**src/rtl/lane_pkg.sv**
```systemverilog
// Shared types for the single-lane driveway arbiter.
// Build option: LANE_STATS_EN (see lane_arbiter.sv).
package lane_pkg;

    typedef enum logic [1:0] {IDLE, GRANT_IN, GRANT_OUT, GUARD} lane_state_t;
    typedef enum logic {DIR_IN, DIR_OUT} lane_dir_t;

    // The shared timer must be able to hold both the grant and the guard limits.
    function automatic int lane_max(input int a, input int b);
        return (a > b) ? a : b;
    endfunction

endpackage

```
**src/rtl/lane_arbiter_if.sv**
```systemverilog
// Sensor, gate-light and status signals of the lane arbiter.
// Build option: LANE_STATS_EN adds the per-direction passage counters.
interface lane_arbiter_if;
    logic       in_req;
    logic       out_req;
    logic       enter;
    logic       exit;
    logic       full;
    logic       clear;
    logic       in_grant;
    logic       out_grant;
    logic       busy;
    logic       timeout;
    logic       wrong_dir;
`ifdef LANE_STATS_EN
    logic [7:0] in_served;
    logic [7:0] out_served;

    modport master (
        output in_req, out_req, enter, exit, full, clear,
        input  in_grant, out_grant, busy, timeout, wrong_dir, in_served, out_served
    );
    modport slave (
        input  in_req, out_req, enter, exit, full, clear,
        output in_grant, out_grant, busy, timeout, wrong_dir, in_served, out_served
    );
`else
    modport master (
        output in_req, out_req, enter, exit, full, clear,
        input  in_grant, out_grant, busy, timeout, wrong_dir
    );
    modport slave (
        input  in_req, out_req, enter, exit, full, clear,
        output in_grant, out_grant, busy, timeout, wrong_dir
    );
`endif
endinterface

```
**src/rtl/lane_timer.sv**
```systemverilog
// Saturating up-counter with synchronous clear and terminal-count compare.
module lane_timer #(
    parameter int WIDTH = 4
) (
    input  logic             clk,
    input  logic             reset,
    input  logic             clr,
    input  logic             en,
    input  logic [WIDTH-1:0] tc_val,
    output logic             tc
);

    logic [WIDTH-1:0] count;

    // Count while enabled; hold at all-ones so the value never wraps.
    always_ff @(posedge clk or negedge reset) begin
        if (!reset) begin
            count <= '0;
        end else if (clr) begin
            count <= '0;
        end else if (en && (count != '1)) begin
            count <= count + 1'b1;
        end
    end

    assign tc = (count == tc_val);

endmodule

```
**src/rtl/lane_arbiter.sv**
```systemverilog
// Grants the shared driveway lane to entry or exit traffic, one direction
// at a time, with passage/timeout release and a guard gap between grants.
// Build option: LANE_STATS_EN adds saturating in_served/out_served counters.
//
// state     | meaning
// IDLE      | no grant, waiting for an eligible request
// GRANT_IN  | entry light green, waiting for enter pulse or timeout
// GRANT_OUT | exit light green, waiting for exit pulse or timeout
// GUARD     | both lights red for GUARD cycles before re-arbitrating
module lane_arbiter
    import lane_pkg::*;
#(
    parameter int TIMEOUT = 50,
    parameter int GUARD   = 2
) (
    input  logic           clk,
    input  logic           reset,
    lane_arbiter_if.slave  bus
);

    localparam lane_state_t S_IDLE      = lane_pkg::IDLE;
    localparam lane_state_t S_GRANT_IN  = lane_pkg::GRANT_IN;
    localparam lane_state_t S_GRANT_OUT = lane_pkg::GRANT_OUT;
    localparam lane_state_t S_GUARD     = lane_pkg::GUARD;

    localparam int             TW    = $clog2(lane_max(TIMEOUT, GUARD) + 1);
    localparam logic [TW-1:0]  TO_TC = TW'(TIMEOUT - 1);
    localparam logic [TW-1:0]  GD_TC = TW'(GUARD - 1);

    lane_state_t   state;
    lane_state_t   next_state;
    lane_state_t   pick;
    lane_dir_t     last_served;
    logic          in_elig;
    logic          out_elig;
    logic          match;
    logic          expire;
    logic          opposite;
    logic          t_clr;
    logic          t_en;
    logic          t_tc;
    logic [TW-1:0] t_tc_val;

    assign in_elig  = bus.in_req  & ~bus.full;
    assign out_elig = bus.out_req & ~bus.clear;

    // Round-robin choice among eligible directions; ties go against last_served.
    always_comb begin
        pick = S_IDLE;
        if (in_elig && out_elig) begin
            pick = (last_served == DIR_OUT) ? S_GRANT_IN : S_GRANT_OUT;
        end else if (in_elig) begin
            pick = S_GRANT_IN;
        end else if (out_elig) begin
            pick = S_GRANT_OUT;
        end
    end

    // Release conditions during a grant; a passage pulse beats an expiring timer.
    always_comb begin
        match    = 1'b0;
        opposite = 1'b0;
        if (state == S_GRANT_IN) begin
            match    = bus.enter;
            opposite = bus.exit;
        end else if (state == S_GRANT_OUT) begin
            match    = bus.exit;
            opposite = bus.enter;
        end
        expire = ((state == S_GRANT_IN) || (state == S_GRANT_OUT)) && t_tc && !match;
    end

    // Next-state decode; the guard exit arbitrates directly so back-to-back
    // grants are separated by exactly GUARD dark cycles.
    always_comb begin
        next_state = state;
        case (state)
            S_IDLE:      next_state = pick;
            S_GRANT_IN,
            S_GRANT_OUT: if (match || t_tc) next_state = S_GUARD;
            S_GUARD:     if (t_tc) next_state = pick;
            default:     next_state = S_IDLE;
        endcase
    end

    assign t_clr    = (next_state != state);
    assign t_en     = (state != S_IDLE);
    assign t_tc_val = (state == S_GUARD) ? GD_TC : TO_TC;

    lane_timer #(.WIDTH(TW)) u_timer (
        .clk    (clk),
        .reset  (reset),
        .clr    (t_clr),
        .en     (t_en),
        .tc_val (t_tc_val),
        .tc     (t_tc)
    );

    // State, fairness pointer and registered outputs decoded from next state.
    always_ff @(posedge clk or negedge reset) begin
        if (!reset) begin
            state         <= S_IDLE;
            last_served   <= DIR_OUT;
            bus.in_grant  <= 1'b0;
            bus.out_grant <= 1'b0;
            bus.busy      <= 1'b0;
            bus.timeout   <= 1'b0;
            bus.wrong_dir <= 1'b0;
        end else begin
            state         <= next_state;
            bus.in_grant  <= (next_state == S_GRANT_IN);
            bus.out_grant <= (next_state == S_GRANT_OUT);
            bus.busy      <= (next_state != S_IDLE);
            bus.timeout   <= expire;
            bus.wrong_dir <= opposite;
            if ((state == S_GRANT_IN) && (next_state == S_GUARD)) begin
                last_served <= DIR_IN;
            end else if ((state == S_GRANT_OUT) && (next_state == S_GUARD)) begin
                last_served <= DIR_OUT;
            end
        end
    end

`ifdef LANE_STATS_EN
    // Completed passages per direction, saturating; timeouts are not counted.
    always_ff @(posedge clk or negedge reset) begin
        if (!reset) begin
            bus.in_served  <= '0;
            bus.out_served <= '0;
        end else begin
            if ((state == S_GRANT_IN) && bus.enter && (bus.in_served != 8'hFF)) begin
                bus.in_served <= bus.in_served + 8'd1;
            end
            if ((state == S_GRANT_OUT) && bus.exit && (bus.out_served != 8'hFF)) begin
                bus.out_served <= bus.out_served + 8'd1;
            end
        end
    end
`else
    // Statistics counters are not built in this configuration.
`endif

endmodule

```
**src/flat_wrapper.sv**
```systemverilog
// flat-port wrapper written by rule: the top's interface ports become plain ports
module lane_arbiter_flat import lane_pkg::*;
#(
    parameter int TIMEOUT = 50,
    parameter int GUARD   = 2
)
  (clk, reset, bus_in_req, bus_out_req, bus_enter, bus_exit, bus_full, bus_clear, bus_in_grant, bus_out_grant, bus_busy, bus_timeout, bus_wrong_dir);
  lane_arbiter_if bus_i ();
  input  logic clk;
  input  logic reset;
  input wire logic [$bits(bus_i.in_req)-1:0] bus_in_req;
  input wire logic [$bits(bus_i.out_req)-1:0] bus_out_req;
  input wire logic [$bits(bus_i.enter)-1:0] bus_enter;
  input wire logic [$bits(bus_i.exit)-1:0] bus_exit;
  input wire logic [$bits(bus_i.full)-1:0] bus_full;
  input wire logic [$bits(bus_i.clear)-1:0] bus_clear;
  output wire logic [$bits(bus_i.in_grant)-1:0] bus_in_grant;
  output wire logic [$bits(bus_i.out_grant)-1:0] bus_out_grant;
  output wire logic [$bits(bus_i.busy)-1:0] bus_busy;
  output wire logic [$bits(bus_i.timeout)-1:0] bus_timeout;
  output wire logic [$bits(bus_i.wrong_dir)-1:0] bus_wrong_dir;
  assign bus_i.in_req = bus_in_req;
  assign bus_i.out_req = bus_out_req;
  assign bus_i.enter = bus_enter;
  assign bus_i.exit = bus_exit;
  assign bus_i.full = bus_full;
  assign bus_i.clear = bus_clear;
  assign bus_in_grant = bus_i.in_grant;
  assign bus_out_grant = bus_i.out_grant;
  assign bus_busy = bus_i.busy;
  assign bus_timeout = bus_i.timeout;
  assign bus_wrong_dir = bus_i.wrong_dir;
  lane_arbiter #(.TIMEOUT(TIMEOUT), .GUARD(GUARD)) u_core (.clk(clk), .reset(reset), .bus(bus_i));
endmodule
```
**config.mk**
```make
export PLATFORM = sky130hd
export DESIGN_NAME = lane_arbiter_flat
export DESIGN_NICKNAME = d
export VERILOG_FILES = /design/src/rtl/lane_pkg.sv /design/src/rtl/lane_arbiter_if.sv /design/src/rtl/lane_timer.sv /design/src/rtl/lane_arbiter.sv /design/src/flat_wrapper.sv
export SDC_FILE = /design/constraint.sdc
export NUM_CORES = 1
export LEC_CHECK = 0
export ABC_CLOCK_PERIOD_IN_PS = 3050
export BUFFER_PORTS_ARGS = -buffer_cell sky130_fd_sc_hd__buf_2
export CAP_MARGIN = 20
export CELL_PAD_IN_SITES_DETAIL_PLACEMENT = 0
export CELL_PAD_IN_SITES_GLOBAL_PLACEMENT = 1
export CORE_AREA = 3 3 57 59
export DETAILED_ROUTE_END_ITERATION = 8
export DIE_AREA = 0 0 60 62
export PLACE_DENSITY_LB_ADDON = 0.1
export SYNTH_ARGS = -nofsm -noshare
export SYNTH_HDL_FRONTEND = slang
export SYNTH_HIERARCHICAL = 1
export SYNTH_SLANG_ARGS = --single-unit
export TNS_END_PERCENT = 50
```
**constraint.sdc**
```tcl
create_clock -name clk -period 3.05 [get_ports clk]
set_clock_uncertainty 0.1 [all_clocks]
set_input_delay 0.61 -clock clk [delete_from_list [all_inputs] [get_ports clk]]
set_output_delay 0.61 -clock clk [all_outputs]
set_load 0.01 [all_outputs]
```
======== Word-level counts from Yosys, hierarchy flattened ========
Index checks and enable logic that the tools add are counted.
word-level totals
  register bits ........................... 14
  input bits .............................. 8
  output and inout port bits .............. 5
  word-level logic and storage cells ...... 53
cells by class
  $add $sub $neg .......................... 1
  equal/unequal tests ..................... 9
  mux-type cells .......................... 16
  bitwise gates (word level) .............. 4
  reduce and logical (&&, ||, !) cells .... 15
operator list
  operator                                                          count
  6-bit two-way mux                                                 3
  2-bit two-way mux                                                 6
  2-bit == test (second input constant)                             4
  2-bit nonzero test                                                4
  6-bit by 1-bit adder with 6-bit output (second input constant)    1
  6-bit == test                                                     1
  1-bit logical AND                                                 6
  1-bit two-way mux                                                 6
  6-bit != test (second input constant)                             1
  2-bit one-hot mux with 3 select lines                             1
  2-bit by 1-bit == test with 1-bit output (second input constant)  2
  1-bit AND                                                         2
  2-bit zero test                                                   1
  1-bit logical OR                                                  2
  2-bit != test                                                     1
  1-bit NOT                                                         2
  2-bit OR reduction                                                1
  1-bit zero test                                                   1

======== Longest topological paths before layout ========
Gate-level depths: netlist of the first run.
  word-level depth ........................ 11
  gate-level depth with buffers ........... 14
  depth with buffers taken out ............ 13

======== Hierarchy ========
The synthesis of the first run kept the hierarchy.
modules (own cells, without submodules)
  module        times used  cells an instance  area an instance (µm²)  sequential area each (µm²)
  lane_arbiter  1           54                 535.5                   201.4
  lane_timer    1           48                 436.7                   150.1

======== Worst setup path after synthesis of the first run ========
Ideal clock, no wire load.
  kind .................................... reg2reg
  start ................................... reg u_core.state[0]
  end ..................................... reg u_core.u_timer.count[0]
  setup time .............................. 0.104 ns
  data arrival time ....................... 2.792 ns
  required time ........................... 2.846 ns
  path slack .............................. 0.054 ns
  cell stages (with the launch flop) ...... 14
  path buffers ............................ 1
  period minus slack after synthesis ...... 2.996 ns
  cells stage by stage .................... dfrtp_1 ha_1 inv_1 xnor2_1 nand4_1 nor3_1 o21ai_0 a222oi_1 o22a_2 xnor2_1 nand2_1 buf_2 nand2b_1 o311ai_1
between the ends
  longest elaborated chain between the ends .. 8
  elaborated cells on any way between the ends .. 18
  those cells by class .................... 5 x eq/ne; 7 x mux; 6 x reduce/logical
RTL lines
  item                                                     line                 RTL
  start: declaration                                       lane_arbiter.sv:30   lane_state_t state;
  start signal: assignment                                 lane_arbiter.sv:110  state <= next_state;
  2-bit == test *                                          lane_arbiter.sv:88   assign t_tc_val = (state == S_GUARD) ? GD_TC : TO_TC;
  6-bit two-way mux *                                      lane_arbiter.sv:88
  via u_core.t_tc_val[4]                                   lane_arbiter.sv:42   logic [TW-1:0] t_tc_val;
  6-bit == test *                                          lane_timer.sv:26     assign tc = (count == tc_val);
  via u_core.t_tc                                          lane_arbiter.sv:41   logic t_tc;
  1-bit logical OR                                         lane_arbiter.sv:80   S_GRANT_OUT: if (match || t_tc) next_state = S_GUARD;
  2-bit two-way mux                                        lane_arbiter.sv:80
  2-bit one-hot mux with 3 select lines *                  lane_arbiter.sv:77   case (state)
  via u_core.next_state[1]                                 lane_arbiter.sv:31   lane_state_t next_state;
  2-bit != test *                                          lane_arbiter.sv:86   assign t_clr = (next_state != state);
  via u_core.t_clr                                         lane_arbiter.sv:39   logic t_clr;
  6-bit two-way mux or 2-bit nonzero test (tied branches)  -
  end signal: assignment                                   lane_timer.sv:22     count <= count + 1'b1;
  end: declaration                                         lane_timer.sv:13     logic [WIDTH-1:0] count;
Mark *: on every way through the listed nets, which the timed path passes. The rest lies on a longest branch.
A chain may end at the register's enable or synchronous reset.

======== Worst setup path in the final report of the first run ========
  start ................................... reg u_core.state[0]
  end ..................................... reg u_core.u_timer.count[2]
Same word-level chain as after synthesis.

==> results.py, run 1 <==
metrics = {
    "run_status": {
        "status": "finished clean",
    },
    "clocking": {
        "cts_tree": "yes",
        "cts_buffers": 3,
        "cts.root.buffer_cell": "clkbuf_4",
        "cts_buffer_depth": 2,
        "cts_max_level": 1,
        "cts_sinks": 14,
        "path_clk_slew_ns": 0.10,
        "clock_latency_ns": 0.28,
        "cts_hold_buf": 0,
    },
    "layout": {
        "final-seq-area_um2": 352,
        "multi_input_area_um2": 581,
        "final_common_cell": "dfrtp_1",
        "finalNonFillerCells": 156,
        "diodes": 0,
        "fillCellCount": 282,
        "mostFrequentLayoutCells": "dfrtp_1, buf_2, inv_1",
        "nets": 140,
        "syn_to_final_growth_pct": 19.0,
        "drive_gt1_frac": 0.264,
    },
    "synth": {
        "ys_warn_count": 6,
        "yosys.area.top_type_share": 0.335,
        "synth_edf_count": 0,
        "synthArstFlopShare": 1.00,
        "ys_ff_latch": 14,
        "yosys-top-cells-area": "dfrtp_1, ha_1, xnor2_1",
        "synth_cell_types": 41,
        "avgSynthCellArea_um2": 9.53,
        "syn-cell-area_um2": 972,
        "synth_top_cell_by_area": "dfrtp_1",
        "synthCells": 102,
        "synth_flop_cell": "dfrtp_1",
        "seq_area_frac_synth": 0.362,
    },
    "floorplanning": {
        "io-pin-count": 13,
        "die_w_um": 60,
        "core-area_um2": 2760,
        "dieArea_um2": 3720,
        "initial_core_util": 0.353,
        "row_count": 19,
        "fp.dieH_um": 62,
    },
    "setup_path": {
        "crit_required_ns": 3.14,
        "critPathArrivalTime_ns": 2.84,
        "end_kind": "register",
        "r2r-start": "u_core/state[0]",
        "crit_type": "register to register",
        "rr_endpoint": "u_core/u_timer/count[2]",
        "rrSetupSlack_ns": 0.30,
        "worstPathMaxFanout": 9,
        "r2r_cells": 13,
        "start_kind": "register",
    },
    "sta": {
        "fin_crit_sh": 0.902,
        "hold-worst-slack_ns": 0.108,
        "hold_viol": 0,
        "fin_crit_ns": 2.75,
        "slew_viol_final": 0,
        "rsz0062_at_grt": "false",
        "setup_viol": 0,
        "max_freq_mhz": 364,
        "final.setup.tns_ns": 0,
    },
    "global_routing": {
        "first_global_vias": 803,
        "grt_pass1_wl_mm": 3.68,
        "grt.overflow.total": 0,
        "grt_use_total": 0.133,
        "grt_max_degree": 15,
        "antenna_found_initial": 0,
    },
    "placement": {
        "dp_cells": 149,
        "gp_congestion": 0.748,
        "hpwlAfterDp_mm": 1.60,
        "io_buffer_count": 12,
    },
    "drt": {
        "post_drt_via_cell_ratio": 5.15,
        "dr.pass1.iters": 4,
        "routed_wl_mm": 2.06,
        "num_vias": 803,
        "avgRoutedWirePerCell_um": 13.2,
        "drc_errors": 0,
        "drtAntennaViolNets": 0,
        "drtIter0Drc": 21,
    },
    "pwr": {
        "leakage_nw": 0.516,
        "power.total_w": 0.00118,
        "pwr_density_cell_nw_per_um2": 1020,
        "vdd_drop_max_mv": 0.712,
    },
    "hold_path": {
        "hp-class": "input pin to async pin",
    },
    "flow_run": {
        "drv_cap": 0,
    },
}
-- through the flow --
step,util,setup WS (ns),area [um2]
detailed placement,0.397,0.140,1100
finish,0.420,0.300,1160
global placement,0.397,0.241,1100
global route,0.420,0.0394,1160
floorplan,-,0.0541,980
CTS,0.411,0.113,1130
-- cell families after synthesis --
group	count (synthesis)	synth area share
AOI/OAI and AO/OA	24	0.206
xor gates and xnor gates	8	0.0721
adders and majority gates	6	0.0772
buffers and inverters	12	0.0515
DFF	14	0.362
other	2	0.00772
and+or+nand+nor	36	0.224
-- layer usage --
layer | track usage | vias to the layer above | share of wire
li1 | - | 412 | -
met5 | 0 | - | 0
met2 | 0.238 | 4 | 0.54
met4 | 0.0443 | 0 | 0
met1 | 0.158 | 387 | 0.43
met3 | 0.0269 | 0 | 0.020
-- worst max-delay path: stages (launching register included) --
cell       delay (ns)
dfrtp_1          0.39
ha_1             0.22
inv_1            0.10
xnor2_1          0.12
nand4_1          0.10
nor3_1           0.14
buf_4            0.19
o21ai_1          0.09
a221oi_2         0.36
a2bb2oi_4        0.18
xnor2_1          0.14
nand2_2          0.13
buf_4            0.17
a311oi_1         0.22
-- worst max path at each step --
stage                          from                 endpoint  slack, ns  depth (start not counted)
floorplan           u_core/state[0]  u_core/u_timer/count[0]       0.05                         13
global placement    u_core/state[0]  u_core/u_timer/count[0]       0.24                         13
detailed placement  u_core/state[0]  u_core/u_timer/count[1]       0.14                         14
CTS                 u_core/state[0]  u_core/u_timer/count[1]       0.11                         14
global route        u_core/state[0]  u_core/u_timer/count[1]       0.04                         14
finish              u_core/state[0]  u_core/u_timer/count[2]       0.30                         13
-- Yosys cell counts (2+ instances only) --
cell      count
nor3b_1       2
nor2b_1       3
o311ai_1      2
a31oi_1       4
a21oi_1       2
ha_1          6
nand2b_1      3
conb_1        2
nor3_1        2
xnor2_1       6
nand2_1       8
xor2_1        2
nor2_1        3
a211oi_1      3
and2_1        2
o21ai_0       3
nand3_1       3
inv_1        10
dfrtp_1      13
nand4_1       2
-- area by class of cell --
class,count,area share
Clock buffer,4,0.0314
Timing Repair Buffer,19,0.0973
Multi-Input combinational cell,78,0.502
Sequential cell,14,0.304
Inverter,10,0.0324
Tap cell,31,0.0335
-- timing repair --
action                                  CTS  global route
endpoints found under the setup margin    0             5
gates resized for setup                   0             1
buffers inserted                          0             3
-- flip-flops by register name, indices dropped and copies added, names as in the netlist --
register              count
u_core/bus.timeout        1
u_core/u_timer/count      6
u_core/bus.in_grant       1
u_core/bus.busy           1
u_core/last_served        1
u_core/state              2
u_core/bus.out_grant      1
u_core/bus.wrong_dir      1
-- power by group --
group	switching, W	total [W]	internal, W
clock	0.0000647	0.000137	0.0000725
sequential	0.0000366	0.000286	0.000250
combinational	0.000387	0.000757	0.000370
total	0.000488	0.00118	0.000692
Power figures use the tool's default switching activity.
==> inputs of run 2 (changes only) <==
- BUFFER_PORTS_ARGS: -buffer_cell sky130_fd_sc_hd__buf_2 -> -buffer_cell sky130_fd_sc_hd__buf_4
==> results.py, run 2 (synthesis results as in run 1) <==
metrics = {
    "placement": {
        "dp_cells": 151,
        "hpwlAfterDp_mm": 1.65,
        "placed_cell_area_um2": 1140,
        "gp_congestion": 0.825,
        "io_buffer_count": 12,
    },
    "floorplanning": {
        "die_w_um": 60,
        "fp.dieH_um": 62,
        "row_count": 19,
        "initial_core_util": 0.353,
        "dieArea_um2": 3720,
        "io-pin-count": 13,
        "core-area_um2": 2760,
    },
    "layout": {
        "final-seq-area_um2": 352,
        "diodes": 0,
        "fillCellCount": 272,
        "drive_gt1_frac": 0.385,
        "mostFrequentLayoutCells": "buf_4, dfrtp_1, inv_1",
        "regMostFlops": "u_core/u_timer/count",
        "multi_input_area_um2": 649,
        "reg_top3": "u_core/u_timer/count (6), u_core/state (2)",
        "syn_to_final_growth_pct": 32.3,
        "nets": 145,
        "finalNonFillerCells": 161,
        "largest_reg_flops": 6,
        "final_common_cell": "buf_4",
        "finalInstanceArea_um2": 1290,
        "final_util": 0.466,
    },
    "global_routing": {
        "antenna_found_initial": 0,
        "grt_pass1_wl_mm": 3.63,
        "first_global_vias": 807,
        "grt_use_total": 0.133,
        "grt_max_degree": 15,
        "grt.overflow.total": 0,
    },
    "sta": {
        "final.setup.tns_ns": 0,
        "max_freq_mhz": 356,
        "slew_viol_final": 0,
        "setup_viol": 0,
        "fin_crit_ns": 2.81,
        "hold_viol": 0,
        "fin_crit_sh": 0.922,
    },
    "setup_path": {
        "crit_required_ns": 3.15,
        "r2r-start": "u_core/state[1]",
        "crit_type": "register to register",
        "critPathArrivalTime_ns": 2.91,
        "rr_endpoint": "u_core/u_timer/count[1]",
        "setup.worst_path.end": "u_core/u_timer/count[1]",
        "worstPathMaxFanout": 7,
        "worstSetupStartpoint": "u_core/state[1]",
        "end_kind": "register",
        "start_kind": "register",
        "rrSetupSlack_ns": 0.24,
        "r2r_cells": 14,
    },
    "clocking": {
        "cts_tree": "yes",
        "cts_buffers": 3,
        "path_clk_slew_ns": 0.10,
        "cts.root.buffer_cell": "clkbuf_4",
        "clock_latency_ns": 0.29,
        "cts_sinks": 14,
        "cts_buffer_depth": 2,
        "cts_max_level": 1,
    },
    "hold_path": {
        "hp-class": "input pin to async pin",
    },
    "drt": {
        "drc_errors": 0,
        "drtIter0Drc": 21,
        "routed.top_layer": "met4",
        "dr_wl_met3_um": 60,
        "dr.pass1.iters": 5,
        "wl_met1_um": 977,
        "num_vias": 834,
        "routed_wl_mm": 2.27,
        "wl_met2_mm": 1.20,
        "drtAntennaViolNets": 0,
        "post_drt_via_cell_ratio": 5.18,
        "avgRoutedWirePerCell_um": 14.1,
    },
    "run_status": {
        "status": "finished clean",
    },
    "pwr": {
        "power.total_w": 0.00138,
        "leakage_nw": 0.567,
        "pwr_density_cell_nw_per_um2": 1070,
        "vdd_drop_max_mv": 0.734,
    },
    "flow_run": {
        "drv_cap": 0,
    },
}
==> run 2: changes by cell type in the layout (fill, tap and decap cells not counted), moves of 3 or more <==
cell	before	now
xnor2_1	6	3
buf_4	7	23
xnor2_2	0	3
buf_2	12	0
==> run 2: routing by layer <==
layer / track usage / vias up
met5: 0 / -
met4: 0.0380 / 0
met3: 0.0372 / 4
met2: 0.239 / 9
met1: 0.154 / 399
li1: - / 422
==> run 2: cell type report <==
type / instances / area share
Clock buffer: 4 / 0.0282
Inverter: 10 / 0.0292
Multi-Input combinational cell: 79 / 0.505
Sequential cell: 14 / 0.273
Tap cell: 31 / 0.0302
Timing Repair Buffer: 23 / 0.134
==> run 2: worst max-delay path, cell delays in order, from the launching register on <==
cell	delay, ns
dfrtp_1	0.40
ha_2	0.20
inv_2	0.08
xnor2_2	0.11
nand4_1	0.13
nor3_2	0.17
buf_4	0.16
o21ai_0	0.09
a222oi_1	0.35
o22a_2	0.25
xnor2_2	0.14
nand2_2	0.14
nor2b_1	0.17
a31oi_1	0.12
o311ai_1	0.11
==> run 2: per-stage QoR <==
step           setup WS, ns  hold WS, ns
2_1_floorplan        0.0541        0.214
4_1_cts              0.0928       0.0526
5_1_grt             -0.0350       0.0442
3_3_place_gp          0.157        0.376
3_5_place_dp          0.134        0.375
6_report              0.238       0.0470
==> run 2: worst min-delay path by stage <==
stage           from                       to  slack [ns]
2_1_floorplan  reset          u_core/bus.busy        0.21
3_3_place_gp   reset  u_core/u_timer/count[1]        0.38
3_5_place_dp   reset  u_core/u_timer/count[1]        0.37
4_1_cts        reset  u_core/u_timer/count[1]        0.05
5_1_grt        reset  u_core/u_timer/count[1]        0.04
6_report       reset  u_core/u_timer/count[1]        0.05
==> run 2: what timing repair did <==
action                                  4_1_cts  5_1_grt
gates resized for setup                       0       14
endpoints found under the setup margin        0        2
setup buffers                                 0        5
hold endpoints to repair                      0        0
hold buffers                                  0        0
==> run 2: power by group <==
part | switching, W | internal, W
Combinational | 0.000476 | 0.000471
Clock | 0.0000674 | 0.0000727
Sequential | 0.0000421 | 0.000250
==> inputs of run 3 (changes only) <==
- PLACE_DENSITY_LB_ADDON: 0.1 -> 0.2
==> results.py, run 3 (synthesis results as in run 1) <==
metrics = {
    "flow_run": {
        "drv_cap": 0,
    },
    "setup_path": {
        "worstPathMaxFanout": 9,
        "crit_required_ns": 3.13,
        "worst_path_most_repeated_cell": "xnor2_1",
        "rrSetupSlack_ns": 0.23,
        "slowest_delay_ns": 0.40,
        "path_cells": "ha_1, inv_1, xnor2_1, nand4_1, nor3_1, buf_4, o21ai_0, a222oi_1, o22a_2, xnor2_1, nand2_2, nor3b_1, a31oi_1, o311ai_1",
        "r2r_cells": 14,
        "r2r-start": "u_core/state[1]",
        "critPathArrivalTime_ns": 2.90,
        "crit_type": "register to register",
        "cp.depth": 14,
        "path_buf_inv": 2,
        "slowest_stage": "dfrtp_1",
        "rr_endpoint": "u_core/u_timer/count[1]",
        "critPathTopFamily": "compound AO/OA/AOI/OAI gates",
        "end_kind": "register",
        "start_kind": "register",
    },
    "hold_path": {
        "hp-class": "input pin to async pin",
    },
    "placement": {
        "gp_congestion": 0.768,
        "hpwlAfterDp_mm": 1.57,
        "io_buffer_count": 12,
        "placed_cell_area_um2": 1130,
    },
    "floorplanning": {
        "die_w_um": 60,
        "core-area_um2": 2760,
        "initial_core_util": 0.353,
        "dieArea_um2": 3720,
        "fp.dieH_um": 62,
        "io-pin-count": 13,
        "row_count": 19,
    },
    "drt": {
        "avgRoutedWirePerCell_um": 13.4,
        "drtAntennaViolNets": 0,
        "num_vias": 828,
        "dr.pass1.iters": 5,
        "routed_wl_mm": 2.09,
        "post_drt_via_cell_ratio": 5.31,
        "drc_errors": 0,
        "drtIter0Drc": 43,
    },
    "pwr": {
        "clock_power_share": 0.112,
        "power_frac_comb": 0.653,
        "p_int_w": 0.000719,
        "pwr_density_cell_nw_per_um2": 1030,
        "leakage_nw": 0.524,
        "seq_power_share": 0.235,
        "power.switching_w": 0.000503,
        "sw_frac_of_total": 0.412,
        "vdd_drop_max_mv": 0.571,
    },
    "clocking": {
        "cts_tree": "yes",
        "clock_latency_ns": 0.28,
        "cts_max_level": 1,
        "cts.root.buffer_cell": "clkbuf_4",
        "path_clk_slew_ns": 0.09,
        "cts_hold_buf": 0,
        "cts_buffer_depth": 2,
        "cts_sinks": 14,
        "cts_buffers": 3,
    },
    "layout": {
        "largest_reg_flops": 6,
        "mostFrequentLayoutCells": "buf_4, dfrtp_1, inv_1",
        "final_common_cell": "buf_4",
        "regMostFlops": "u_core/u_timer/count",
        "drive_gt1_frac": 0.264,
        "diodes": 0,
        "syn_to_final_growth_pct": 22.1,
        "nets": 140,
        "reg_top3": "u_core/u_timer/count (6), u_core/state (2)",
        "finalInstanceArea_um2": 1190,
    },
    "global_routing": {
        "grt.overflow.total": 0,
        "grt_max_degree": 15,
        "antenna_found_initial": 0,
        "grt_pass1_wl_mm": 3.60,
        "grt_use_total": 0.128,
        "first_global_vias": 827,
    },
    "sta": {
        "final.setup.tns_ns": 0,
        "slew_viol_final": 0,
        "fin_crit_ns": 2.82,
        "hold_viol": 0,
        "fin_crit_sh": 0.925,
        "max_freq_mhz": 354,
        "setup_viol": 0,
    },
    "run_status": {
        "status": "finished clean",
    },
}
## run 3: repair_timing
action	CTS	global route
gates resized for setup	0	1
setup buffers	0	2
endpoints found under the setup margin	0	2
## run 3: cell type report
class / count / area (um2)
Tap cell: 31 / 38.8
Inverter: 10 / 37.5
Sequential cell: 14 / 352
Clock buffer: 4 / 36.3
Fill cell: 271 / 1570
Timing Repair Buffer: 19 / 143
Multi-Input combinational cell: 78 / 581
## run 3: how the worst max path moves through the flow
stage / startpoint / to
3_3_place_gp: u_core/state[0] / u_core/u_timer/count[0]
2_1_floorplan: u_core/state[0] / u_core/u_timer/count[0]
3_5_place_dp: u_core/state[0] / u_core/u_timer/count[0]
4_1_cts: u_core/state[0] / u_core/u_timer/count[0]
6_report: u_core/state[1] / u_core/u_timer/count[1]
5_1_grt: u_core/state[0] / u_core/u_timer/count[1]
## run 3: power groups by stage
| stage | sequential (W) | clock (W) | combinational [W] |
|---|---|---|---|
| 2_1_floorplan | 0.000308 | 0 | 0.000523 |
| 3_3_place_gp | 0.000289 | 0 | 0.000720 |
| 3_5_place_dp | 0.000290 | 0 | 0.000727 |
| 4_1_cts | 0.000287 | 0.000142 | 0.000731 |
| 5_1_grt | 0.000292 | 0.000150 | 0.000885 |
| 6_report | 0.000287 | 0.000137 | 0.000798 |
## run 3: worst register-to-register path: stages, from the launching register on
cell	delay [ns]
dfrtp_1	0.40
ha_1	0.21
inv_1	0.11
xnor2_1	0.12
nand4_1	0.10
nor3_1	0.16
buf_4	0.19
o21ai_0	0.11
a222oi_1	0.33
o22a_2	0.22
xnor2_1	0.13
nand2_2	0.14
nor3b_1	0.24
a31oi_1	0.07
o311ai_1	0.10
## run 3: routing by layer
layer,share of wire,global-route usage
met1,0.49,0.181
met5,0,0
met4,0.012,0.0475
met2,0.46,0.198
met3,0.033,0.0186
## run 3: through the flow
stage | setup slack, ns | cells | hold slack [ns] | utilization | total power, W
detailed placement | 0.153 | 150 | 0.376 | 0.411 | 0.00102
global route | -0.00239 | 156 | 0.0675 | 0.431 | 0.00133
finish | 0.228 | 156 | 0.0679 | 0.431 | 0.00122
floorplan | 0.0541 | 104 | 0.214 | - | 0.000830
CTS | 0.110 | 154 | 0.0681 | 0.424 | 0.00116
global placement | 0.138 | 150 | 0.375 | 0.411 | 0.00101
